--- config.mk ---
export PLATFORM = sky130hd
export DESIGN_NAME = echo_level_meter
export DESIGN_NICKNAME = d
export VERILOG_FILES = /design/src/rtl/fuel_meter_pkg.sv /design/src/rtl/echo_pulse_timer.sv /design/src/rtl/echo_level_meter.sv
export SDC_FILE = /design/constraint.sdc
export NUM_CORES = 1
export LEC_CHECK = 0
export CORE_MARGIN = 4
export CORE_UTILIZATION = 40
export DETAILED_ROUTE_END_ITERATION = 7
export MAX_ROUTING_LAYER = met4
export SLEW_MARGIN = 20
export SYNTH_ARGS = -nofsm -noshare
export SYNTH_HDL_FRONTEND = slang
export SYNTH_SLANG_ARGS = --single-unit
--- constraint.sdc ---
create_clock -name clk -period 7.4 [get_ports clk]
set_clock_uncertainty 0.2 [all_clocks]
set_input_delay 1.48 -clock clk [delete_from_list [all_inputs] [get_ports clk]]
set_output_delay 1.48 -clock clk [all_outputs]
set_load 0.03 [all_outputs]
--- src/rtl/fuel_meter_pkg.sv ---
// Shared types and default constants for the ultrasonic fuel level meter.
// The sum width is derived from the pings-per-burst count.
package fuel_meter_pkg;

  typedef enum logic [2:0] {
    StIdle,
    StPing,
    StConvert,
    StAccum,
    StGap,
    StDone,
    StAbort
  } burst_state_e;

  typedef enum logic [1:0] {
    PtIdle,
    PtTrig,
    PtWaitRise,
    PtMeasure
  } ping_state_e;

  localparam int unsigned ScaleQDefault  = 5785;
  localparam int unsigned ScaleShDefault = 24;
  localparam int unsigned TankHCmDefault = 100;
  localparam int unsigned AreaCm2Default = 400;

  function automatic int unsigned sum_width(input int unsigned cm_w, input int unsigned avg_log2);
    return cm_w + $clog2(2 ** avg_log2);
  endfunction

endpackage

--- src/rtl/echo_pulse_timer.sv ---
// One ping: trigger pulse, synchronised echo edge detection, echo width count and timeout.
// raw is valid in the cycle done strobes.
module echo_pulse_timer
  import fuel_meter_pkg::*;
#(
  parameter int unsigned RAW_W       = 21,
  parameter int unsigned TRIG_CYC    = 500,
  parameter int unsigned TIMEOUT_CYC = 2_000_000
) (
  input  logic             clk,
  input  logic             rst_n,
  input  logic             ping_start,
  input  logic             echo,
  output logic             trig,
  output logic [RAW_W-1:0] raw,
  output logic             done,
  output logic             timeout
);

  localparam logic [RAW_W-1:0] TrigLast    = RAW_W'(TRIG_CYC - 1);
  localparam logic [RAW_W-1:0] TimeoutLast = RAW_W'(TIMEOUT_CYC - 1);

  ping_state_e      state_q, state_d;
  logic [RAW_W-1:0] cnt_q, cnt_d;
  logic             trig_q, trig_d;
  logic             echo_meta_q, echo_s_q, echo_prev_q;
  logic             rise;

  // echo_prev_q tracks every cycle, so a level already high on entry is not a rise
  assign rise = echo_s_q & ~echo_prev_q;

  always_comb begin
    state_d = state_q;
    cnt_d   = cnt_q;
    done    = 1'b0;
    timeout = 1'b0;
    unique case (state_q)
      PtIdle: begin
        if (ping_start) begin
          state_d = PtTrig;
          cnt_d   = '0;
        end
      end
      PtTrig: begin
        if (cnt_q == TrigLast) begin
          state_d = PtWaitRise;
          cnt_d   = '0;
        end else begin
          cnt_d = cnt_q + 1'b1;
        end
      end
      PtWaitRise: begin
        if (rise) begin
          state_d = PtMeasure;
          cnt_d   = RAW_W'(1);
        end else if (cnt_q == TimeoutLast) begin
          timeout = 1'b1;
          state_d = PtIdle;
        end else begin
          cnt_d = cnt_q + 1'b1;
        end
      end
      PtMeasure: begin
        if (!echo_s_q) begin
          done    = 1'b1;
          state_d = PtIdle;
        end else if (cnt_q == TimeoutLast) begin
          timeout = 1'b1;
          state_d = PtIdle;
        end else begin
          cnt_d = cnt_q + 1'b1;
        end
      end
      default: state_d = PtIdle;
    endcase
    trig_d = (state_d == PtTrig);
  end

  always_ff @(posedge clk or negedge rst_n) begin
    if (!rst_n) begin
      state_q     <= PtIdle;
      cnt_q       <= '0;
      trig_q      <= 1'b0;
      echo_meta_q <= 1'b0;
      echo_s_q    <= 1'b0;
      echo_prev_q <= 1'b0;
    end else begin
      state_q     <= state_d;
      cnt_q       <= cnt_d;
      trig_q      <= trig_d;
      echo_meta_q <= echo;
      echo_s_q    <= echo_meta_q;
      echo_prev_q <= echo_s_q;
    end
  end

  assign trig = trig_q;
  assign raw  = cnt_q;

endmodule

--- src/rtl/echo_level_meter.sv ---
// Burst sequencer: times 2**AVG_LOG2 echoes, converts each to cm, averages them and
// derives the fuel volume from tank geometry.
module echo_level_meter
  import fuel_meter_pkg::*;
#(
  parameter int unsigned CLK_HZ      = 50_000_000,
  parameter int unsigned RAW_W       = 21,
  parameter int unsigned CM_W        = 16,
  parameter int unsigned ML_W        = 24,
  parameter int unsigned TRIG_CYC    = CLK_HZ / 100_000,
  parameter int unsigned TIMEOUT_CYC = CLK_HZ / 25,
  parameter int unsigned GAP_CYC     = (CLK_HZ / 50) * 3,
  parameter int unsigned SCALE_Q     = ScaleQDefault,
  parameter int unsigned SCALE_SH    = ScaleShDefault,
  parameter int unsigned TANK_H_CM   = TankHCmDefault,
  parameter int unsigned AREA_CM2    = AreaCm2Default,
  parameter int unsigned AVG_LOG2    = 2
) (
  input  logic            clk,
  input  logic            rst_n,
  input  logic            start,
  input  logic            echo,
  output logic            trig,
  output logic            busy,
  output logic [CM_W-1:0] dist_cm,
  output logic [ML_W-1:0] vol_ml,
  output logic            valid,
  output logic            err
);

  localparam int unsigned Pings = 2 ** AVG_LOG2;
  localparam int unsigned SumW  = sum_width(CM_W, AVG_LOG2);
  localparam int unsigned ProdW = RAW_W + 16;
  localparam int unsigned GapW  = $clog2(GAP_CYC + 1);
  localparam int unsigned PcntW = AVG_LOG2 + 1;
  localparam int unsigned VolW  = CM_W + 32;
  localparam logic [CM_W-1:0] CmMax = {CM_W{1'b1}};
  localparam logic [ML_W-1:0] MlMax = {ML_W{1'b1}};

  burst_state_e     state_q, state_d;
  logic [RAW_W-1:0] raw_q, raw_d;
  logic [CM_W-1:0]  cm_q, cm_d, dist_q, dist_d;
  logic [SumW-1:0]  sum_q, sum_d, sum_next;
  logic [PcntW-1:0] pcnt_q, pcnt_d;
  logic [GapW-1:0]  gap_q, gap_d;
  logic [ML_W-1:0]  vol_q, vol_d, vol_sat, vol_calc;
  logic             valid_q, valid_d, err_q, err_d, busy_q, busy_d;
  logic             ping_start, tmr_done, tmr_timeout;
  logic [RAW_W-1:0] tmr_raw;
  logic [ProdW-1:0] prod, cm_wide;
  logic [CM_W-1:0]  cm_sat, avg, diff;
  logic [VolW-1:0]  vol_full;

  echo_pulse_timer #(
    .RAW_W      (RAW_W),
    .TRIG_CYC   (TRIG_CYC),
    .TIMEOUT_CYC(TIMEOUT_CYC)
  ) u_timer (
    .clk       (clk),
    .rst_n     (rst_n),
    .ping_start(ping_start),
    .echo      (echo),
    .trig      (trig),
    .raw       (tmr_raw),
    .done      (tmr_done),
    .timeout   (tmr_timeout)
  );

  // Rounded fixed-point scaling: raw counts -> cm
  assign prod    = ProdW'(raw_q) * ProdW'(SCALE_Q[15:0]) + (ProdW'(1) << (SCALE_SH - 1));
  assign cm_wide = prod >> SCALE_SH;
  assign cm_sat  = (cm_wide > ProdW'(CmMax)) ? CmMax : cm_wide[CM_W-1:0];

  assign sum_next = sum_q + SumW'(cm_q);
  assign avg      = CM_W'(sum_next >> AVG_LOG2);
  assign diff     = CM_W'(TANK_H_CM) - avg;
  assign vol_full = VolW'(diff) * VolW'(AREA_CM2);
  assign vol_sat  = (vol_full > VolW'(MlMax)) ? MlMax : vol_full[ML_W-1:0];
  assign vol_calc = (avg >= CM_W'(TANK_H_CM)) ? '0 : vol_sat;

  always_comb begin
    state_d    = state_q;
    raw_d      = raw_q;
    cm_d       = cm_q;
    sum_d      = sum_q;
    pcnt_d     = pcnt_q;
    gap_d      = gap_q;
    dist_d     = dist_q;
    vol_d      = vol_q;
    ping_start = 1'b0;
    unique case (state_q)
      StIdle: begin
        if (start) begin
          state_d    = StPing;
          ping_start = 1'b1;
          sum_d      = '0;
          pcnt_d     = '0;
        end
      end
      StPing: begin
        if (tmr_timeout) begin
          state_d = StAbort;
          sum_d   = '0;
        end else if (tmr_done) begin
          raw_d   = tmr_raw;
          state_d = StConvert;
        end
      end
      StConvert: begin
        cm_d    = cm_sat;
        state_d = StAccum;
      end
      StAccum: begin
        sum_d = sum_next;
        if (pcnt_q == PcntW'(Pings - 1)) begin
          dist_d  = avg;
          vol_d   = vol_calc;
          state_d = StDone;
        end else begin
          pcnt_d  = pcnt_q + 1'b1;
          gap_d   = '0;
          state_d = StGap;
        end
      end
      StGap: begin
        if (gap_q == GapW'(GAP_CYC - 1)) begin
          ping_start = 1'b1;
          state_d    = StPing;
        end else begin
          gap_d = gap_q + 1'b1;
        end
      end
      StDone, StAbort: state_d = StIdle;
      default:         state_d = StIdle;
    endcase
    // Result strobes and busy are registered off the next state so they align with it
    valid_d = (state_d == StDone) || (state_d == StAbort);
    err_d   = (state_d == StAbort);
    busy_d  = !(state_d inside {StIdle, StDone, StAbort});
  end

  always_ff @(posedge clk or negedge rst_n) begin
    if (!rst_n) begin
      state_q <= StIdle;
      raw_q   <= '0;
      cm_q    <= '0;
      sum_q   <= '0;
      pcnt_q  <= '0;
      gap_q   <= '0;
      dist_q  <= '0;
      vol_q   <= '0;
      valid_q <= 1'b0;
      err_q   <= 1'b0;
      busy_q  <= 1'b0;
    end else begin
      state_q <= state_d;
      raw_q   <= raw_d;
      cm_q    <= cm_d;
      sum_q   <= sum_d;
      pcnt_q  <= pcnt_d;
      gap_q   <= gap_d;
      dist_q  <= dist_d;
      vol_q   <= vol_d;
      valid_q <= valid_d;
      err_q   <= err_d;
      busy_q  <= busy_d;
    end
  end

  assign busy    = busy_q;
  assign dist_cm = dist_q;
  assign vol_ml  = vol_q;
  assign valid   = valid_q;
  assign err     = err_q;

endmodule

== After elaboration in Yosys (flattened, before gate mapping) ==
Cells that the tools add are included.

* Flip-flop bits (word level): 153
* Logic and storage cells: 105

* $add $sub $neg: 6
* Equal/unequal tests: 20
* Reductions and logical operators: 15
* $mul: 2
* Magnitude comparators: 3
* Muxes and demuxes: 39
* Bitwise operators: 3

{| class="wikitable"
|+ Operator list
! operator !! count
|-
| $mux 21 || 5
|-
| $pmux 21 s4 || 1
|-
| $pmux 18 s3 || 1
|-
| $mux 24 || 2
|-
| $mux 22 || 2
|-
| $pmux 22 s2 || 1
|-
| $mux 18 || 2
|-
| $add 34x24->35 const B || 1
|-
| $mul 21x13->34 const B || 1
|-
| $gt 25x24->1 const B || 1
|-
| $add 22x1->22 const B || 1
|-
| $eq 22x22->1 const B || 1
|-
| $add 21x1->21 const B || 1
|-
| $eq 21x21->1 const B || 1
|-
| $eq 21x9->1 const B || 1
|-
| $mul 16x5->21 const B || 1
|-
| $add 18x16->18 || 1
|-
| $mux 3 || 6
|-
| $ge 16x7->1 const B || 1
|-
| $gt 11x16->1 const B || 1
|-
| $mux 16 || 1
|-
| $sub 7x16->16 const A || 1
|-
| $pmux 3 s5 || 1
|-
| $reduce_and 3->1 || 4
|-
| other kinds (22) || 49
|}

== Longest topological paths before layout ==
* Depth in word-level cells: 9
* Gate-level depth with buffers: 26
* Mapped depth without buffers: 25

== Modules after synthesis ==
From an unflattened synthesis, not the netlist that was laid out.

* Cells, all modules: 1421
* Area, all modules: 13718.2 um^2

{| class="wikitable"
|+ By module, submodules not included
! module !! sequential area each (um^2) !! cells an instance !! area an instance (um^2) !! instances
|-
| echo_level_meter || 2952.8 || 1238 || 12097.9 || 1
|-
| echo_pulse_timer || 675.6 || 183 || 1620.3 || 1
|}

== Least setup slack after synthesis ==
OpenSTA, ideal clock, no wires.

* Path kind: register to register
* Start point: register cm_q[0]
* End point: register vol_q[22] (netlist: vol_ml[22])
* Buffers on the path: 1
* Path slack: 1.347 ns
* Data arrival time: 5.728 ns
* Period minus slack after synthesis: 6.053 ns
* Data required time: 7.075 ns
* Stages on the path, launching flop included: 25
* Library setup time: 0.125 ns
* Cells stage by stage: dfrtp_1 -> ha_1 -> fa_1 -> a21o_1 -> a21oi_1 -> xnor2_2 -> o311ai_0 -> a2111oi_1 -> nor2_1 -> and2_1 -> xor2_1 -> ha_1 -> ha_1 -> inv_1 -> fa_1 -> inv_1 -> ha_1 -> nand4_1 -> nor2_1 -> a211o_1 -> nand2_1 -> o211ai_1 -> clkbuf_1 -> nor4_1 -> o21ai_1

* Word-level cells in the longest chain between the ends: 6
* Elaborated cells on any way between the ends: 7

{| class="wikitable"
|+ RTL lines
! item !! line !! RTL
|-
| from (decl) || echo_level_meter.sv:42 || <nowiki>logic [CM_W-1:0] cm_q, cm_d, dist_q, dist_d;</nowiki>
|-
| from (signal assigned) || echo_level_meter.sv:158 || <nowiki>cm_q <= cm_d;</nowiki>
|-
| $add 18x16->18 (*) || echo_level_meter.sv:74 || <nowiki>assign sum_next = sum_q + SumW'(cm_q);</nowiki>
|-
| $sub 7x16->16 || echo_level_meter.sv:76 || <nowiki>assign diff = CM_W'(TANK_H_CM) - avg;</nowiki>
|-
| $mul 16x5->21 || echo_level_meter.sv:77 || <nowiki>assign vol_full = VolW'(diff) * VolW'(AREA_CM2);</nowiki>
|-
| $gt 25x24->1 || echo_level_meter.sv:78 || <nowiki>assign vol_sat = (vol_full > VolW'(MlMax)) ? MlMax : vol_full[ML_W-1:0];</nowiki>
|-
| $mux 24 || echo_level_meter.sv:78 ||
|-
| $mux 24 (*) || echo_level_meter.sv:79 || <nowiki>assign vol_calc = (avg >= CM_W'(TANK_H_CM)) ? '0 : vol_sat;</nowiki>
|-
| to (signal assigned) || echo_level_meter.sv:163 || <nowiki>vol_q <= vol_d;</nowiki>
|-
| to (decl) || echo_level_meter.sv:46 || <nowiki>logic [ML_W-1:0] vol_q, vol_d, vol_sat, vol_calc;</nowiki>
|}

Every way passes the cells marked *; elsewhere a longest branch is shown, timed or not.
A chain may end at the register's enable or synchronous reset.

== Worst setup path after layout ==
* Start point: register cm_q[0]
* End point: register vol_q[5] (netlist: vol_ml[5])

The elaborated chain is that of the path after synthesis.

==> results by group <==
Run status
  – Status: finished, final reports clean

Floorplanning
  – Cell row count: 67
  – Die height: 193 microns
  – Die Width: 193 microns
  – Starting density of the core: 0.407
  – IO Pins: 48
  – Die ar.: 37,300 sq um
  – Core area: 33,700 sq um

Placement
  – GP Congestion: 0.841
  – Detailed Place HPWL: 22.4 mm
  – Cells after DPL: 1,898
  – Port buffer count: 47
  – Worst slack, placed: 521 ps

CTS
  – Total CTS buffers: 17
  – Longest Clk Path Bufs: 2
  – CTS H-tree lvls: 4
  – CTS root buf: clkbuf_16
  – Post-CTS setup buffer count: 0
  – Worst-path clk slew: 60 ps
  – Clk_lat worst skew: 430 ps
  – CTS Sinks: 145
  – CTS tree: built

Critical path
  – Worst Path Arrival: 6960 ps
  – Register-to-register setup slack: 570 ps
  – Worst R2R Start: cm_q[0]
  – Reg2reg path depth: 24
  – Worst Setup Start Kind: flop
  – Crit-path max FO: 15
  – Worst-path cell chain: ha_1 -> fa_1 -> a21o_1 -> and4_1 -> or3_1 -> a22oi_1 -> a2111oi_2 -> nor2_1 -> and2_1 -> xor2_1 -> ha_1 -> ha_1 -> inv_1 -> fa_1 -> inv_1 -> ha_1 -> nand4_1 -> nor2_1 -> a211o_1 -> nand2_1 -> o211ai_1 -> buf_4 -> nor2_1 -> o21ai_1
  – Required time worst endpoint: 7540 ps
  – Most frequent CP cell: ha_1
  – Critical path type: flop to flop
  – CP startpoint: cm_q[0]
  – Endpoint type of the worst setup path: flop
  – Reg-to-reg critical path endpoint: vol_ml[5]
  – CP max stage cell: fa_1
  – CP max stage delay: 530 ps

Routing
  – WL/cell: 14.9 microns
  – Drt drc: 0
  – Post-Route WL: 28.6 mm
  – Routed via count: 9,938
  – Vias/cell: 5.15
  – DR pass1 iterations: 5
  – Final ANT Viol Nets: 0
  – Initial DRC count: 446

GRT
  – Global-route wire length before repair: 49.4 mm
  – Grt met1 use: 0.228
  – Total Routing Usage GR: 0.165
  – Met3 Use GR: 0.0257
  – Total congestion overflow: 0
  – Grt met2 use: 0.262
  – Largest net degree at the start of global routing: 81
  – Initial antenna violation count: 0
  – Vias in the first global route: 10,100
  – GRT busiest layer: met2

Min path
  – Hold Path Class: flop to flop
  – Worst hold start: u_timer.echo_meta_q
  – Min-Delay Endpoint: u_timer.echo_s_q
  – Worst Hold Path Cells: 0

Synth
  – Post-synthesis mux area share: 0.0236
  – Syn_area_per_cell: 9.57 sq um
  – Adder-cell area share of the yosys netlist: 0.338
  – Async set-or-reset flop fraction in the synthesized netlist: 1.00
  – Mapped Area: 13,700 sq um
  – Mapped Nets: 1,747
  – Post-synthesis compound-gate area fraction: 0.131
  – Ys Warns: 0
  – Synth Area in XOR/XNOR: 0.0414
  – Number of flops mapped to enable cells by yosys: 0
  – Main synth FF type: dfrtp_1
  – Largest family of logic cells by synthesized area: adder cells
  – Cells after Synth: 1,432
  – FF+latch count, synth: 145
  – Synth cell types: 80
  – Synth Area in Simple Gates: 0.134
  – Seq/Total Area, Yosys: 0.265

Layout
  – Nets: 1,784
  – N_diodes: 0
  – Area grow syn2layout: 11.4%
  – Fin cells: 1,928
  – Layout cells sized above 1: 0.0622

Pwr
  – Leak Pwr: 0.00824 uW
  – Pwr/cell area: 139 nW/um^2
  – Max IR drop VDD: 0.000171 V

STA
  – Max-slew violation count: 0
  – Crit share post-route: 0.922
  – Hold Vio Cnt, Final: 0
  – Worst-margin pin slew: 1050 ps
  – Fmax achieved: 147 MHz
  – Setup TNS: 0 ps
  – Crit path time final: 6830 ps
  – Final setup viols: 0
  – Setup WS post-layout: 574 ps
  – RSZ-0062 raised after global routing: no
  – Slew headroom: 0.295

Job
  – Max-Cap Viols: 0
-- what timing repair did --
item	in CTS	in global routing
endpoints found under the setup margin	0	15
hold buffers	0	0
resized for setup	0	1
-- sequential cells by signal (all words and copies together), names as in the netlist --
register             count
u_timer.echo_s_q         1
u_timer.trig             1
dist_cm                 16
raw_q                   21
sum_q                   18
pcnt_q                   3
u_timer.raw             21
valid                    1
vol_ml                  21
gap_q                   22
u_timer.echo_meta_q      1
err                      1
busy                     1
state_q                  3
cm_q                    11
u_timer.echo_prev_q      1
u_timer.state_q          2
-- cell type report --
cell class,count,area [sq um]
Tap cell,448,561
Sequential cell,145,3630
Timing Repair Buffer,57,547
Clock inverter,12,206
Inverter,198,743
Fill cell,3299,18400
Multi-Input combinational cell,1050,9160
Clock buffer,18,429
-- power breakdown --
group / internal [uW] / switching [uW] / total, uW / leakage, uW
Sequential: 810 / 25.7 / 835 / 0.00199
Combinational: 133 / 196 / 329 / 0.00594
Clock: 599 / 356 / 955 / 0.000308
Total: 1540 / 578 / 2120 / 0.00824
-- routing by layer --
| layer | vias up | part of all wire |
|---|---|---|
| met2 | 111 | 0.46 |
| met3 | 18 | 0.027 |
| met5 | - | 0 |
| met4 | 0 | 0.010 |
| met1 | 4817 | 0.50 |
| li1 | 4992 | - |
-- worst max-delay path: cells and delay by family (launching register included) --
kind	cells	cell delay [ps]
and+or+nand+nor	8	1740
adders and majority gates	6	2130
AOI/OAI and AO/OA	6	1700
DFF	1	380
buffers and inverters	3	400
xor gates and xnor gates	1	170
-- logic make-up (layout without fill, tap and decap cells) --
logic type	after synthesis	after routing
simple gates	370	370
compound gates	276	276
buf+inv	237	285
fa+ha+maj	311	311
mux	29	29
xor+xnor	64	64
flops	145	145
-- through the flow --
stage                     total power (uW)  area [sq um]  hold slack, ps  utilization
after global routing                  2230         15300             164        0.453
after detailed placement              1180         14600             145        0.434
after CTS                             2140         15300             159        0.453
final                                 2120         15300             154        0.453
after floorplan                       1090         13700             131            -
after global placement                1170         14600             134        0.434
-- cells in the final DEF, fill, tap and decap left out, types with 9 or more instances in the layout --
cell type	instances
ha_1	213
inv_1	198
dfrtp_1	145
nand2_1	126
fa_1	98
o21ai_0	85
nor2_1	76
clkdlybuf4s50_1	46
a21oi_1	43
nand3_1	34
xor2_1	32
xnor2_1	31
o21ai_1	27
mux2_2	26
nor3_1	22
a21o_1	19
clkbuf_16	17
and3_1	16
nand4_1	15
a22o_1	13
or3_1	12
o211ai_1	11
buf_4	10
nor2b_1	9
a31oi_1	9
-- synth_stat cells, drive strengths merged (3+ instances only) --
library cell / number / area [sq um]
nand3: 34 / 170
and3: 16 / 100
or3: 12 / 75.1
o22a: 3 / 26.3
and2: 7 / 43.8
nand4: 15 / 93.8
inv: 198 / 743
nor4b: 3 / 26.3
nor4: 8 / 65.1
o211a: 3 / 30.0
a22o: 13 / 114
xor2: 32 / 280
clkbuf: 25 / 93.8
xnor2: 32 / 288
fa: 98 / 1960
ha: 213 / 2670
and4: 5 / 43.8
a31oi: 9 / 56.3
mux2i: 3 / 30.0
nor3b: 5 / 37.5
o211ai: 11 / 82.6
or4: 4 / 33.8
buf: 14 / 93.8
a211oi: 7 / 57.6
o21a: 7 / 52.6
a21oi: 43 / 215
or2: 6 / 37.5
dfrtp: 145 / 3630
nor2: 77 / 292
nand2b: 8 / 50.1
a2111oi: 5 / 63.8
o21bai: 5 / 37.5
o21ai: 113 / 577
o31ai: 9 / 67.6
a21o: 19 / 143
nor2b: 9 / 56.3
mux2: 26 / 293
nor3: 25 / 146
nand2: 127 / 477
a211o: 5 / 43.8
-- how the worst max path moves through the flow --
stage / to / slack, ps / cells past startpoint
floorplan: vol_ml[22] / 1350 / 24
global placement: vol_ml[3] / 700 / 24
detailed placement: vol_ml[5] / 520 / 24
CTS: vol_ml[5] / 500 / 24
global route: vol_ml[13] / 70 / 24
finish: vol_ml[5] / 570 / 24
No activity file was read; power rests on OpenSTA's default activity.
==> RTL edit 1, RTL diff (same flow settings) <==
Set the parameter `AVG_LOG2` to 1 (it was 2). Comments in the files are not updated.
--- a/src/rtl/echo_level_meter.sv
+++ b/src/rtl/echo_level_meter.sv
@@ -14,7 +14,7 @@
   parameter int unsigned SCALE_SH    = ScaleShDefault,
   parameter int unsigned TANK_H_CM   = TankHCmDefault,
   parameter int unsigned AREA_CM2    = AreaCm2Default,
-  parameter int unsigned AVG_LOG2    = 2
+  parameter int unsigned AVG_LOG2    = 1
 ) (
   input  logic            clk,
   input  logic            rst_n,
Check against the original RTL: no difference found for any inputs over 10 cycles, from zero or initial values and one cycle with rst_n low; that may be too few to reach the edited logic, so the function may still have changed.
==> RTL edit 1 against the unedited design <==
Core utilization decreased by 0.090 points; critical path depth increased by 2; sequential cell count decreased by 2; design area decreased by 3.4%; synthesized area decreased by 3.2%; routed wire length decreased by 6.8%; worst setup slack improved by 0.066 ns; non-clock buffer count decreased by 4.
Power is not compared: it rests on default switching activity, and its combinational part moved more than twofold at a synthesized area within 25%.
==> RTL edit 1: results (changes against the unedited design) <==
* Vias in the first global route at 9,647 (was 10,077)
* First-pass DRT Iterations at 5 (unchanged)
* Worst Path Max Fanout at 21 (was 15)
* Gpl congestion at 0.836 (was 0.841)
* Worst setup path start: cm_q[0] (unchanged)
* Number of H-tree levels at 4 (unchanged)
* Clock Tree Buf Depth at 2 (unchanged)
* Global-route wire length before repair at 47.0 mm (was 49.4 mm)
* Initial antenna violation count at 0 (unchanged)
* Clock latency reported for the late side of the worst-skew pair at 0.43 ns (about the same)
* Seq/Total Area, Yosys at 27.0% (was 26.5%)
* Largest register FFs at 22 (unchanged)
* Worst Max-Slew Pin Slew at 1.01 ns (was 1.05 ns)
* Port buffer count at 47 (unchanged)
* HPWL after detailed placement at 20.6 mm (was 22.4 mm)
* Most frequent cell after synthesis: ha_1 (unchanged)
* Worst min-delay path category: register to register (unchanged)
* Largest stage delay on the critical path at 0.50 ns (was 0.53 ns)
* 1st-iter DRT viols at 471 (was 446)
* Slowest stage cell, crit path: fa_1 (unchanged)
* Worst vdd ir at 0.159 mV
* Largest cells by area after synthesis: dfrtp_1 (27%), ha_1 (20%), fa_1 (15%) (was dfrtp_1 (26%), ha_1 (19%), fa_1 (14%))
* Clock slew at reported path FFs at 0.06 ns (about the same)
* Worst hold start: u_timer.echo_meta_q (unchanged)
* Synth cell count leaders: ha_1 (212), inv_1 (194), dfrtp_1 (143) (was ha_1 (213), inv_1 (198), dfrtp_1 (145))
* Yosys cell types at 71 (was 80)
* Ratio of cells with drive above 1 in the final layout at 5.29% (was 6.22%)
* Ys Warns at 0 (unchanged)
* Async SR Flop Fraction at 100% (unchanged)
* Vias per cell at 5.07 (was 5.15)
* TritonCTS buffer count at 17 (unchanged)
* Top delay family on crit path: compound AO/OA/AOI/OAI gates (was adder cells)
* Leakage at 8.04 nW
* Filler cell count at 3,085 (was 3,299)
* # nets final at 1,719 (was 1,784)
* Outcome: completed (unchanged)
* Diodes inserted at 0 (unchanged)
* CTS root buf: clkbuf_16 (unchanged)
* Largest Register: gap_q (unchanged)
* Total GRT Usage at 16.0% (was 16.5%)
* Ys flop type: dfrtp_1 (unchanged)
* Pin count of the biggest net entering global routing at 78 (was 81)
* Drt total wl at 26.7 mm (was 28.6 mm)
-- RTL edit 1: power by group --
group / internal [mW] / leakage, nW / switching (mW)
sequential: 0.783 / 1.80 / 0.000649
combinational: 0.00240 / 5.97 / 0.0160
clock: 0.474 / 0.260 / 0.349
-- RTL edit 1: kinds of logic after synthesis --
logic type / Yosys count / synth area share [%]
flops: 143 / 27.0
xor+xnor: 78 / 5.20
fa+ha+maj: 310 / 34.8
compound gates: 260 / 12.4
buf+inv: 229 / 6.71
mux: 25 / 2.10
simple gates: 323 / 11.9
-- RTL edit 1: repair_timing --
item	in CTS	in global routing
setup endpoints to repair	0	1
endpoints found under the hold margin	0	0
resized for setup	0	1
buffers inserted	0	0
-- RTL edit 1: through the flow --
step	util (%)	cell area, um2	setup WS [ns]	std cells
3_5_place_dp	43.4	14200	0.588	1827
5_1_grt	45.2	14800	0.127	1860
6_report	45.2	14800	0.640	1860
3_3_place_gp	43.4	14200	0.700	1827
4_1_cts	45.2	14700	0.535	1859
2_1_floorplan	-	13300	0.816	1368
-- RTL edit 1: final timing paths --
| check | slack, ns | endpoint | cells after the start |
|---|---|---|---|
| setup / recovery | 0.64 | vol_ml[21] | 26 |
| hold / removal | 0.16 | u_timer.echo_s_q | 0 |
| setup reg to reg | 0.64 | vol_ml[21] | 26 |
| hold reg to reg | 0.16 | u_timer.echo_s_q | 0 |
| max in group asynchronous | 4.76 | raw_q[10] | 2 |
| min in group asynchronous | 0.90 | dist_cm[2] | 1 |
-- RTL edit 1: metal layers --
metal	wire (um)	vias up	global-route usage, %	share of wire [%]
met5	0	-	-	0
met3	536	18	2.29	2.0
met1	13700	4609	22.6	51
met4	276	0	3.18	1.0
met2	12200	88	24.9	46
li1	-	4720	-	-
-- RTL edit 1: cell type report --
class	instances	area (um2)	share of cell area, %
sequential	143	3580	24.3
clock inverter	11	109	0.738
inverter	194	728	4.94
clock buffer	21	450	3.05
multi-input combinational	996	8810	59.7
timing repair buffer	53	520	3.53
tap	442	553	3.75
==> RTL edit 2, RTL diff (same settings) <==
Without the edit above. Register the inputs `start` and `echo` before use, without a reset. The logic sees them one clock later.
--- a/src/rtl/echo_level_meter.sv
+++ b/src/rtl/echo_level_meter.sv
@@ -37,6 +37,14 @@
   localparam logic [CM_W-1:0] CmMax = {CM_W{1'b1}};
   localparam logic [ML_W-1:0] MlMax = {ML_W{1'b1}};
 
+  logic start_q;
+  logic echo_q;
+
+  always_ff @(posedge clk) begin
+    start_q <= start;
+    echo_q  <= echo;
+  end
+
   burst_state_e     state_q, state_d;
   logic [RAW_W-1:0] raw_q, raw_d;
   logic [CM_W-1:0]  cm_q, cm_d, dist_q, dist_d;
@@ -59,7 +67,7 @@
     .clk       (clk),
     .rst_n     (rst_n),
     .ping_start(ping_start),
-    .echo      (echo),
+    .echo      (echo_q),
     .trig      (trig),
     .raw       (tmr_raw),
     .done      (tmr_done),
@@ -90,7 +98,7 @@
     ping_start = 1'b0;
     unique case (state_q)
       StIdle: begin
-        if (start) begin
+        if (start_q) begin
           state_d    = StPing;
           ping_start = 1'b1;
           sum_d      = '0;
Behaviour: not the same (a bounded check fails within 4 cycles, from zero or initial values and one cycle with rst_n low).
==> RTL edit 2 against the unedited design <==
Routed wire length increased by 4.5%; synthesized area is 0.79% higher; worst setup slack worse by 0.016 ns; global-route usage is 0.61 points higher; die area is 0.75% higher; non-clock buffer count decreased by 4; design area up 0.12%; largest cell class unchanged; sequential cell count rose by 2.
Power is not compared: it rests on default switching activity, and its combinational part moved more than twofold at a synthesized area within 25%.
==> RTL edit 2: results (changes against the unedited design) <==
* Outcome: completed (unchanged)
* # nets final at 1,808 (was 1,784)
* Global-route wire length before repair at 52.8 mm (was 49.4 mm)
* HPWL after detailed placement at 23.7 mm (was 22.4 mm)
* Total GRT Usage at 17.1% (was 16.5%)
* Worst Path Max Fanout at 9 (was 15)
* Pin count of the biggest net entering global routing at 77 (was 81)
* Initial antenna violation count at 0 (unchanged)
* GR met1 Demand/Resource at 23.3% (was 22.8%)
* Worst hold start: echo_q (was u_timer.echo_meta_q)
* Largest cells by area after synthesis: dfrtp_1 (26%), ha_1 (19%), fa_1 (14%) (unchanged)
* 1st-iter DRT viols at 661 (was 446)
* Yosys cell types at 75 (was 80)
* Seq/Total Area, Yosys at 26.6% (was 26.5%)
* Async SR Flop Fraction at 98.6% (was 100%)
* Reg2reg setup slack at 0.56 ns (was 0.57 ns)
* FF-to-FF End: vol_ml[18] (was vol_ml[5])
* Reg2reg path depth at 25 (was 24)
* Crit path capture type: register (unchanged)
* GRT met2 Usage at 27.8% (was 26.2%)
* Vias in the first global route at 10,448 (was 10,077)
* Filler cell count at 3,290 (was 3,299)
* Largest register FFs at 22 (unchanged)
* Largest Register: gap_q (unchanged)
* Ratio of cells with drive above 1 in the final layout at 6.24% (was 6.22%)
* First-pass DRT Iterations at 5 (unchanged)
* Post_cts resized at 0 (unchanged)
* Gpl congestion at 0.837 (was 0.841)
* Top delay family on crit path: adder cells (unchanged)
* Vias per cell at 5.18 (was 5.15)
* Synth cell count leaders: ha_1 (213), inv_1 (197), dfrtp_1 (145) (was ha_1 (213), inv_1 (198), dfrtp_1 (145))
* Worst slew margin at 33.3% (was 29.5%)
* Worst Hold Path EP: u_timer.echo_meta_q (was u_timer.echo_s_q)
* GR Util met3 at 2.12% (was 2.57%)
* Routed WL per cell at 15.3 um (was 14.9 um)
-- RTL edit 2: cell types whose count changed in the layout (fill, tap and decap cells not counted), sizes merged, moves of 7 or more --
cell,unedited run,this run
xnor2,32,43
o21ai,113,120
a21oi,43,57
mux2,26,19
a211oi,7,14
nor2,77,99
-- RTL edit 2: final cells by class --
type	instances	area share [%]
repair buffers	53	3.38
clock inverters	15	1.06
multi-input cells	1076	60.3
clock buffers	17	2.78
inverters	198	4.86
flip-flops and latches	147	24.0
well taps	448	3.67
-- RTL edit 2: how the worst max path moves through the flow --
stage,start,end,slack (ns),depth (start not counted)
floorplan,cm_q[0],vol_ml[18],0.90,26
global placement,cm_q[0],vol_ml[18],0.58,24
detailed placement,cm_q[0],vol_ml[18],0.44,25
CTS,cm_q[0],vol_ml[18],0.40,25
global route,cm_q[0],vol_ml[12],0.04,23
finish,cm_q[0],vol_ml[18],0.56,25
-- RTL edit 2: cells by family after synthesis --
group                      after synthesis  synth area share, %
xor gates and xnor gates                73                 4.79
buffers and inverters                  237                 6.78
DFF                                    147                 26.6
adders and majority gates              311                 33.5
and+or+nand+nor                        394                 13.8
muxes                                   22                 1.77
AOI/OAI and AO/OA                      276                 12.8
-- RTL edit 2: stage by stage --
step | instance area [um2] | worst slack (ns) | hold slack (ns) | std cells | power [mW]
final | 15300 | 0.558 | 0.143 | 1954 | 1.83
after global routing | 15300 | 0.0427 | 0.146 | 1954 | 1.90
after detailed placement | 14700 | 0.438 | 0.135 | 1922 | 0.971
after CTS | 15300 | 0.404 | 0.145 | 1954 | 1.85
after floorplan | 13800 | 0.898 | 0.116 | 1460 | 0.923
after global placement | 14700 | 0.584 | 0.122 | 1922 | 0.971
-- RTL edit 2: power by group through the flow --
stage	Combinational, mW	Sequential, mW	Clock, mW
3_3_place_gp	0.114	0.857	0
2_1_floorplan	0.0734	0.850	0
5_1_grt	0.132	0.845	0.927
4_1_cts	0.114	0.842	0.890
3_5_place_dp	0.114	0.857	0
6_report	0.113	0.843	0.871
-- RTL edit 2: metal layers --
layer	vias to the layer above	routed length, um
met2	162	13900
met4	0	430
met1	4868	14600
li1	5058	-
met3	33	940
met5	-	0
